<file path="src/rtl/alu_multicycle.sv">
// Multi-cycle ALU: single-cycle arithmetic/logic ops, bit-serial shifts (one position per cycle),
// valid/ready handshake on both the request and the result side.
module alu_multicycle #(
    parameter int WIDTH = 32
) (
    input  logic             i_CLK,
    input  logic             i_RSTn,
    input  logic             i_Valid,
    output logic             o_Ready,
    input  logic [3:0]       i_ALUControlLines,
    input  logic [WIDTH-1:0] i_A,
    input  logic [WIDTH-1:0] i_B,
    output logic             o_Valid,
    input  logic             i_ResultReady,
    output logic [WIDTH-1:0] o_Result,
    output logic             o_Zero,
    output logic             o_Illegal
);

    localparam logic [3:0] ALU_ADD  = 4'b0000;
    localparam logic [3:0] ALU_SUB  = 4'b0001;
    localparam logic [3:0] ALU_SLL  = 4'b0010;
    localparam logic [3:0] ALU_SLT  = 4'b0011;
    localparam logic [3:0] ALU_SLTU = 4'b0100;
    localparam logic [3:0] ALU_XOR  = 4'b0101;
    localparam logic [3:0] ALU_SRL  = 4'b0110;
    localparam logic [3:0] ALU_SRA  = 4'b0111;
    localparam logic [3:0] ALU_OR   = 4'b1000;
    localparam logic [3:0] ALU_AND  = 4'b1001;
    localparam logic [3:0] ALU_LUI  = 4'b1010;

    typedef enum logic [1:0] {
        IDLE  = 2'd0,
        SHIFT = 2'd1,
        DONE  = 2'd2
    } state_e;

    state_e           state;
    logic [4:0]       cnt;
    logic             shift_left;
    logic             shift_fill;
    logic [WIDTH-1:0] result_q;
    logic             illegal_q;

    logic [WIDTH-1:0] imm_result;
    logic             imm_illegal;
    logic             is_shift;
    logic [4:0]       shamt;

    assign shamt = i_B[4:0];

    always_comb begin
        imm_result  = '0;
        imm_illegal = 1'b0;
        is_shift    = 1'b0;
        unique case (i_ALUControlLines)
            ALU_ADD:  imm_result = i_A + i_B;
            ALU_SUB:  imm_result = i_A - i_B;
            ALU_SLT:  imm_result = {{(WIDTH-1){1'b0}}, ($signed(i_A) < $signed(i_B))};
            ALU_SLTU: imm_result = {{(WIDTH-1){1'b0}}, (i_A < i_B)};
            ALU_AND:  imm_result = i_A & i_B;
            ALU_OR:   imm_result = i_A | i_B;
            ALU_XOR:  imm_result = i_A ^ i_B;
            ALU_LUI:  imm_result = i_B;
            ALU_SLL, ALU_SRL, ALU_SRA: begin
                // Operand A seeds the shift register; shamt 0 completes as-is.
                imm_result = i_A;
                is_shift   = 1'b1;
            end
            default:  imm_illegal = 1'b1;
        endcase
    end

    always_ff @(posedge i_CLK or negedge i_RSTn) begin
        if (!i_RSTn) begin
            state      <= IDLE;
            cnt        <= '0;
            shift_left <= 1'b0;
            shift_fill <= 1'b0;
            result_q   <= '0;
            illegal_q  <= 1'b0;
        end else begin
            unique case (state)
                IDLE: begin
                    if (i_Valid) begin
                        result_q   <= imm_result;
                        illegal_q  <= imm_illegal;
                        shift_left <= (i_ALUControlLines == ALU_SLL);
                        shift_fill <= (i_ALUControlLines == ALU_SRA) & i_A[WIDTH-1];
                        if (is_shift && shamt != 5'd0) begin
                            cnt   <= shamt;
                            state <= SHIFT;
                        end else begin
                            state <= DONE;
                        end
                    end
                end
                SHIFT: begin
                    if (shift_left)
                        result_q <= {result_q[WIDTH-2:0], 1'b0};
                    else
                        result_q <= {shift_fill, result_q[WIDTH-1:1]};
                    cnt <= cnt - 5'd1;
                    if (cnt == 5'd1)
                        state <= DONE;
                end
                DONE: begin
                    if (i_ResultReady)
                        state <= IDLE;
                end
                default: state <= IDLE;
            endcase
        end
    end

    assign o_Ready   = (state == IDLE);
    assign o_Valid   = (state == DONE);
    assign o_Result  = result_q;
    assign o_Illegal = illegal_q;
    assign o_Zero    = (result_q == '0);

endmodule
</file>
<file path="config.mk">
export PLATFORM = sky130hd
export DESIGN_NAME = alu_multicycle
export DESIGN_NICKNAME = d
export VERILOG_FILES = /design/src/rtl/alu_multicycle.sv
export SDC_FILE = /design/constraint.sdc
export NUM_CORES = 1
export LEC_CHECK = 0
export CELL_PAD_IN_SITES_DETAIL_PLACEMENT = 1
export CELL_PAD_IN_SITES_GLOBAL_PLACEMENT = 1
export CORE_ASPECT_RATIO = 0.5
export CORE_MARGIN = 5
export CORE_UTILIZATION = 41
export CTS_CLUSTER_DIAMETER = 60
export DETAILED_ROUTE_END_ITERATION = 7
export MAX_ROUTING_LAYER = met4
export PLACE_DENSITY = 0.83
export SLEW_MARGIN = 0
export SYNTH_ARGS = -nofsm -noshare
export SYNTH_HDL_FRONTEND = slang
export SYNTH_SLANG_ARGS = --single-unit
export TNS_END_PERCENT = 5
</file>
<file path="constraint.sdc">
create_clock -name i_CLK -period 2.3 [get_ports i_CLK]
set_input_delay 0.46 -clock i_CLK [delete_from_list [all_inputs] [get_ports i_CLK]]
set_output_delay 0.46 -clock i_CLK [all_outputs]
set_load 0.1 [all_outputs]
</file>
==> metrics.cfg, run 1 <==
[run_status]
outcome=aborted with a tool error
failed_stage=4_1_cts
tool.error=[ERROR DPL-0033] detailed placement checks failed during check placement.

[clocking]
cts.sinks=42
cts_setup_buffers=47
holdBufCountCts=0
cts_buffers=5
root_buffer=clkbuf_16
cts_resized=453
ctsHtreeMaxLevel=2
clockBufferDepth=2

[yosys]
yosys.cell_count.top_type=a21oi_1
syn-num-nets=1257
yosysTopAreaCellShare_pct=15.8
synth_top_area_cell=ha_1
ys_seq_area_share_pct=13.5
synth.cell_area_um2=7770
synth_top_family_by_area=compound AO/OA/AOI/OAI gates
synth-seq-cells=42
synthFlopType=dfrtp_1
synth.area.top_cells=ha_1, dfrtp_1, a21oi_1
synth_cell_types=75
synth-compound-area-share_pct=37.9
synth_edf_count=0
synthSimpleGateAreaFrac_pct=18.4
synth_common_cells=a21oi_1, ha_1, inv_1
synthCells=1085
synthMuxAreaShare_pct=4.15
synth_fa_ha_area_share_pct=16.3
postSynthAreaPerCell_um2=7.16
yosys_warnings=0
synthXorXnorAreaFrac_pct=1.24
async_flop_share_pct=100

[floorplan]
rows=35
initial_core_util_pct=42.0
dieWidth_um=205
ios=108
die_y_um=107

[place]
routabilityCongestion=1.12
dp_hpwl_mm=39.1
io_buffers=107
postPlaceCellArea_um2=11800

stage by stage:
stage	std cells	setup WS [ps]	hold WS (ps)	TNS [ps]	utilization, %
floorplan	1085	-447	164	-6340	-
global placement	1748	-1350	459	-35010	63.5
detailed placement	1748	-1540	471	-42240	63.5
logic make-up after synthesis:
family	Yosys count
buffers and inverters	172
xor gates and xnor gates	11
and+or+nand+nor	293
muxes	32
adders and majority gates	100
DFF	42
AOI/OAI and AO/OA	435
==> inputs of run 2 (changes only) <==
Settings changed: CELL_PAD_IN_SITES_DETAIL_PLACEMENT 1 to not set, CELL_PAD_IN_SITES_GLOBAL_PLACEMENT 1 to not set, CORE_ASPECT_RATIO 0.5 to not set, CORE_UTILIZATION 41 to 40, CTS_CLUSTER_DIAMETER 60 to not set, MAX_ROUTING_LAYER met4 to not set, PLACE_DENSITY 0.83 to not set, PLACE_DENSITY_LB_ADDON set to 0.15.
==> run 2 against run 1 <==
Compared with the run above:
- the flow now finishes, with violations (setup timing)
- synthesized cell count did not move
- synthesized area did not move
==> metrics.cfg, run 2 <==
[route]
wl_met2_mm=16.6
highest_layer=met4
drt.antenna.violating_nets=0
wirelength_mm=35.7
viasPerCell=5.86
drt_iter0_drc=980
wl_met3_mm=2.65
firstDrtPassIters=5
drt-met1-wl_mm=15.2
post-route-drc-count=0
wl_per_cell_um=19.6
num_vias=10700

[cells_and_area]
design_area_um2=13500
final_core_util_pct=70.0
fill_cells=1613
syn2layout_area_growth_pct=73.6
antenna_cells=0
largest_reg_flops=32
layout_commonest_cell=buf_4
final_cell_mix=buf_4, a21oi_1, nor2_1
nets=1726
layout-drive-gt1-share_pct=44.7
fin_cells=1820

[run]
cap_violations=0

[timing]
period_share_pct=124
hold_viol_final=0
slew_headroom_pct=58.1
min_period_ps=2850
rsz0062_at_grt=yes
fin_ws_ps=-549
max_freq_ghz=0.351
setup_viol=29
slew_violations=0
worst-slew-pin-transition_ps=629
fin_worst_skew_ps=4.09

[yosys]
synth-compound-area-share_pct=37.9
synth.cell_area_um2=7770
synth_common_cells=a21oi_1, ha_1, inv_1
yosys.cell_count.top_type=a21oi_1
synth-seq-cells=42
yosys_warnings=0
synth_cell_types=75
synthSimpleGateAreaFrac_pct=18.4
synth_top_area_cell=ha_1
synthFlopType=dfrtp_1
synth.area.top_cells=ha_1, dfrtp_1, a21oi_1
yosysTopAreaCellShare_pct=15.8
synthXorXnorAreaFrac_pct=1.24
syn-num-nets=1257
synth_edf_count=0
synth_fa_ha_area_share_pct=16.3
synth_top_family_by_area=compound AO/OA/AOI/OAI gates
ys_seq_area_share_pct=13.5
async_flop_share_pct=100
synthMuxAreaShare_pct=4.15
synthCells=1085
postSynthAreaPerCell_um2=7.16

[clocking]
root_buffer=clkbuf_16
ctsHtreeMaxLevel=2
cts.sinks=42
cts_tree=built
cts.reportedPaths.clkPinSlew_ps=70
clockBufferDepth=2
cts_buffers=5
clk_latency_ps=290

[grt]
grt_pass1_wl_mm=54.2
grt_antenna_before_repair=0
grt_usage_pct=30.1
grt_overflow_total=0
grt_pass1_vias=10200
grt_max_degree=24

[power]
ir_drop_mv=0.620
pwr_density_cell_nw_per_um2=736
p_leak_uw=0.00619

[critical_path]
crit_fanout=7
crit_chain=dlygate4sd2_1 -> inv_2 -> ha_4 -> buf_4 -> buf_4 -> o31ai_2 -> buf_4 -> a21oi_2 -> o31a_1 -> or3_1 -> o311a_1 -> a21oi_2 -> o22a_1
crit_slowest_cell=o31a_1
critPathRequiredTime_ps=2520
critical_path_class=input pin to flip-flop
reg2reg_setup_slack_ps=260
cp_slowest_stage_delay_ps=410
cp_common_cell=buf_4
arrival_ps=3070
worstReg2RegEnd=o_Result[0]$_DFFE_PN0P_
worstSetupStartpointType=input pin
cp-end-kind=flip-flop
r2r_cells=8
r2r-start=state[0]$_DFFE_PN0P_

[floorplan]
dieWidth_um=149
ios=108
core_area_um2=19300
initial_core_util_pct=40.3
die_y_um=149
dieArea_um2=22300
rows=51

[place]
place_inst=1782
routabilityCongestion=0.996
place_ws_ps=-1430
io_buffers=107
dp_hpwl_mm=27.9
postPlaceCellArea_um2=12000

[run_status]
violations=setup timing
outcome=complete, but fails checks

[min_path]
hold_class=input pin to asynchronous set/reset pin

-- run 2: timing repair --
item                                   in CTS  in global routing
hold buffers                                0                  0
gates resized for setup                   182                136
setup endpoints to repair                  33                 38
buffers inserted                           19                 13
pin swaps                                  73                 64
endpoints found under the hold margin       0                  0
-- run 2: worst max-delay path by stage --
stage | start | endpoint | slack [ps] | depth (start not counted)
CTS | i_A[12] | o_Result[0]$_DFFE_PN0P_ | -550 | 12
global route | i_A[0] | o_Result[24]$_DFFE_PN0P_ | -600 | 15
finish | i_B[10] | o_Result[23]$_DFFE_PN0P_ | -550 | 13
floorplan | i_A[0] | o_Result[28]$_DFFE_PN0P_ | -450 | 10
detailed placement | i_B[0] | o_Result[0]$_DFFE_PN0P_ | -1430 | 14
global placement | i_B[0] | o_Result[8]$_DFFE_PN0P_ | -1340 | 14
-- run 2: final cells by class --
class	count	area [um^2]	area share, %
inverters	98	385	2.86
repair buffers	536	4330	32.1
flip-flops and latches	42	1050	7.80
clock buffers	5	125	0.927
clock inverters	3	68.8	0.510
well taps	265	332	2.46
multi-input cells	871	7200	53.4
-- run 2: cell families after synthesis --
| kind of cell | count (synthesis) |
|---|---|
| buffers and inverters | 172 |
| AOI/OAI and AO/OA | 435 |
| muxes | 32 |
| adders and majority gates | 100 |
| DFF | 42 |
| and+or+nand+nor | 293 |
| xor gates and xnor gates | 11 |
-- run 2: power by group --
part / internal (uW) / leakage [uW] / switching, uW
combinational: 2590 / 0.00559 / 4770
clock: 624 / 0.0000940 / 316
sequential: 1090 / 0.000511 / 545
-- run 2: critical path: cells and delay by family --
kind | cells | cell delay [ps]
simple gates | 1 | 340
compound gates | 6 | 1220
fa+ha+maj | 1 | 210
buf+inv | 5 | 810
-- run 2: per-stage QoR --
step	total power [uW]	TNS [ps]	hold slack (ps)
floorplan	5870	-6340	164
global placement	8350	-35520	466
detailed placement	8400	-36790	468
CTS	9580	-11990	195
global route	10400	-12980	222
finish	9940	-10410	189
-- run 2: layer usage --
| layer | vias to the layer above | track usage (%) |
|---|---|---|
| met5 | - | 0 |
| met4 | 0 | 10.5 |
| met3 | 95 | 4.31 |
| met2 | 472 | 49.0 |
| met1 | 5080 | 40.8 |
| li1 | 5017 | - |
No activity file was read; power rests on OpenSTA's default activity.
==> inputs of run 3 (changes only) <==
Settings changed: CTS_CLUSTER_SIZE set to 40, GPL_TIMING_DRIVEN set to 0.
==> run 3 against run 2 <==
Compared with the run above:
- the run still ends with setup timing left
- sequential share of layout area grew 1.6 points
- flip-flop and latch count is the same
- non-clock buffer count shrank 313
- critical endpoint is now o_Result[0]$_DFFE_PN0P_
==> metrics.cfg, run 3 (synthesis results as in run 2) <==
[timing]
fin_setup_tns_ps=-9760
worst-slew-pin-transition_ps=962
max_freq_ghz=0.347
rsz0062_at_grt=yes
fin_worst_skew_ps=8.83
slew_headroom_pct=35.7
fin_ws_ps=-579
hold_viol_final=0
setup_viol=28
slew_violations=0
period_share_pct=125
min_period_ps=2880

[floorplan]
dieWidth_um=149
die_y_um=149
rows=51
initial_core_util_pct=40.3
ios=108
dieArea_um2=22300
core_area_um2=19300

[cells_and_area]
nets=1413
largest_reg_flops=32
syn2layout_area_growth_pct=43.2
fin_cells=1507
layout-drive-gt1-share_pct=26.9
design_area_um2=11100
final_cell_mix=a21oi_1, nor2_1, ha_1
layout_commonest_cell=a21oi_1
antenna_cells=0

[grt]
grt_overflow_total=0
met2_usage_pct=50.7
grt_pass1_vias=9345
grt_util_met1_pct=41.4
grt_use_met3_pct=6.47
grt_max_degree=24
grt_usage_pct=31.6
grt_pass1_wl_mm=54.8
grt_antenna_before_repair=0
grt.busiest_layer=met2

[clocking]
cts_buffers=5
ctsHtreeMaxLevel=2
cts.reportedPaths.clkPinSlew_ps=70
cts_tree=built
root_buffer=clkbuf_16
holdBufCountCts=0
clockBufferDepth=2
clk_latency_ps=290
cts.sinks=42

[power]
power.total_uw=8990
ir_drop_mv=0.495
pwr_density_cell_nw_per_um2=808
p_leak_uw=0.00462

[route]
drt.antenna.violating_nets=0
firstDrtPassIters=7
wirelength_mm=36.3
wl_per_cell_um=24.1
drt_iter0_drc=1118
num_vias=9664
viasPerCell=6.41
post-route-drc-count=0

[run_status]
outcome=complete, but fails checks
violations=setup timing

[place]
io_buffers=107
routabilityCongestion=0.957
place_inst=1458
place_ws_ps=-2140
postPlaceCellArea_um2=9270
dp_hpwl_mm=27.0

[critical_path]
worstSetupStartpointType=input pin
cp-end-kind=flip-flop
critPathRequiredTime_ps=2470
reg2reg_setup_slack_ps=-150
arrival_ps=3050
crit_fanout=6
critical_path_class=input pin to flip-flop

[min_path]
hold_class=input pin to asynchronous set/reset pin

[run]
cap_violations=0

run 3: per-layer routing:
layer  routed length (um)  up-vias
met5                    0        -
met4                 1700        0
met3                 3190      111
met2                16200      553
met1                15300     4600
li1                     -     4400
run 3: final timing paths:
path	from	endpoint	cells after the start
max	i_B[7]	o_Result[0]$_DFFE_PN0P_	12
max in group asynchronous	i_RSTn	o_Result[5]$_DFFE_PN0P_	2
min	i_RSTn	o_Result[29]$_DFFE_PN0P_	1
min in group i_CLK	i_B[2]	cnt[2]$_DFFE_PN0P_	3
min reg2reg	o_Illegal$_DFFE_PN0P_	o_Illegal$_DFFE_PN0P_	1
max reg2reg	state[1]$_DFFE_PN0P_	o_Result[16]$_DFFE_PN0P_	7
run 3: power breakdown:
part	internal, uW	switching, uW
clock	514	329
sequential	1090	588
combinational	1880	4600
total	3480	5510
run 3: worst max-delay path: stages:
cell and delay [ps]:
clkdlybuf4s15_1 240, inv_2 70, ha_4 270, nor4_4 300, nand2_1 90, a21o_1 190, a21oi_4 230, a211oi_4 120
a2111oi_4 360, nand2b_4 220, a41oi_2 130, o311a_1 360
run 3: metrics by stage:
step,hold WS [ps],utilization (%)
global route,163,57.7
CTS,157,55.9
global placement,472,48.0
detailed placement,462,48.1
floorplan,164,-
finish,141,57.7
run 3: repair_timing:
item | in CTS | in global routing
setup buffers | 41 | 9
setup endpoints to repair | 76 | 39
gates resized for setup | 427 | 79
gates cloned | 0 | 0
pin swaps | 57 | 31
run 3: final cells by class:
| cell class | instances | area [um^2] |
|---|---|---|
| buffer | 65 | 533 |
| clock buffer | 6 | 129 |
| clock inverter | 2 | 37.5 |
| fill | 1863 | 8140 |
| inverter | 98 | 392 |
| multi-input combinational | 871 | 7270 |
| sequential | 42 | 1050 |
| tap | 265 | 332 |
| timing repair buffer | 158 | 1390 |
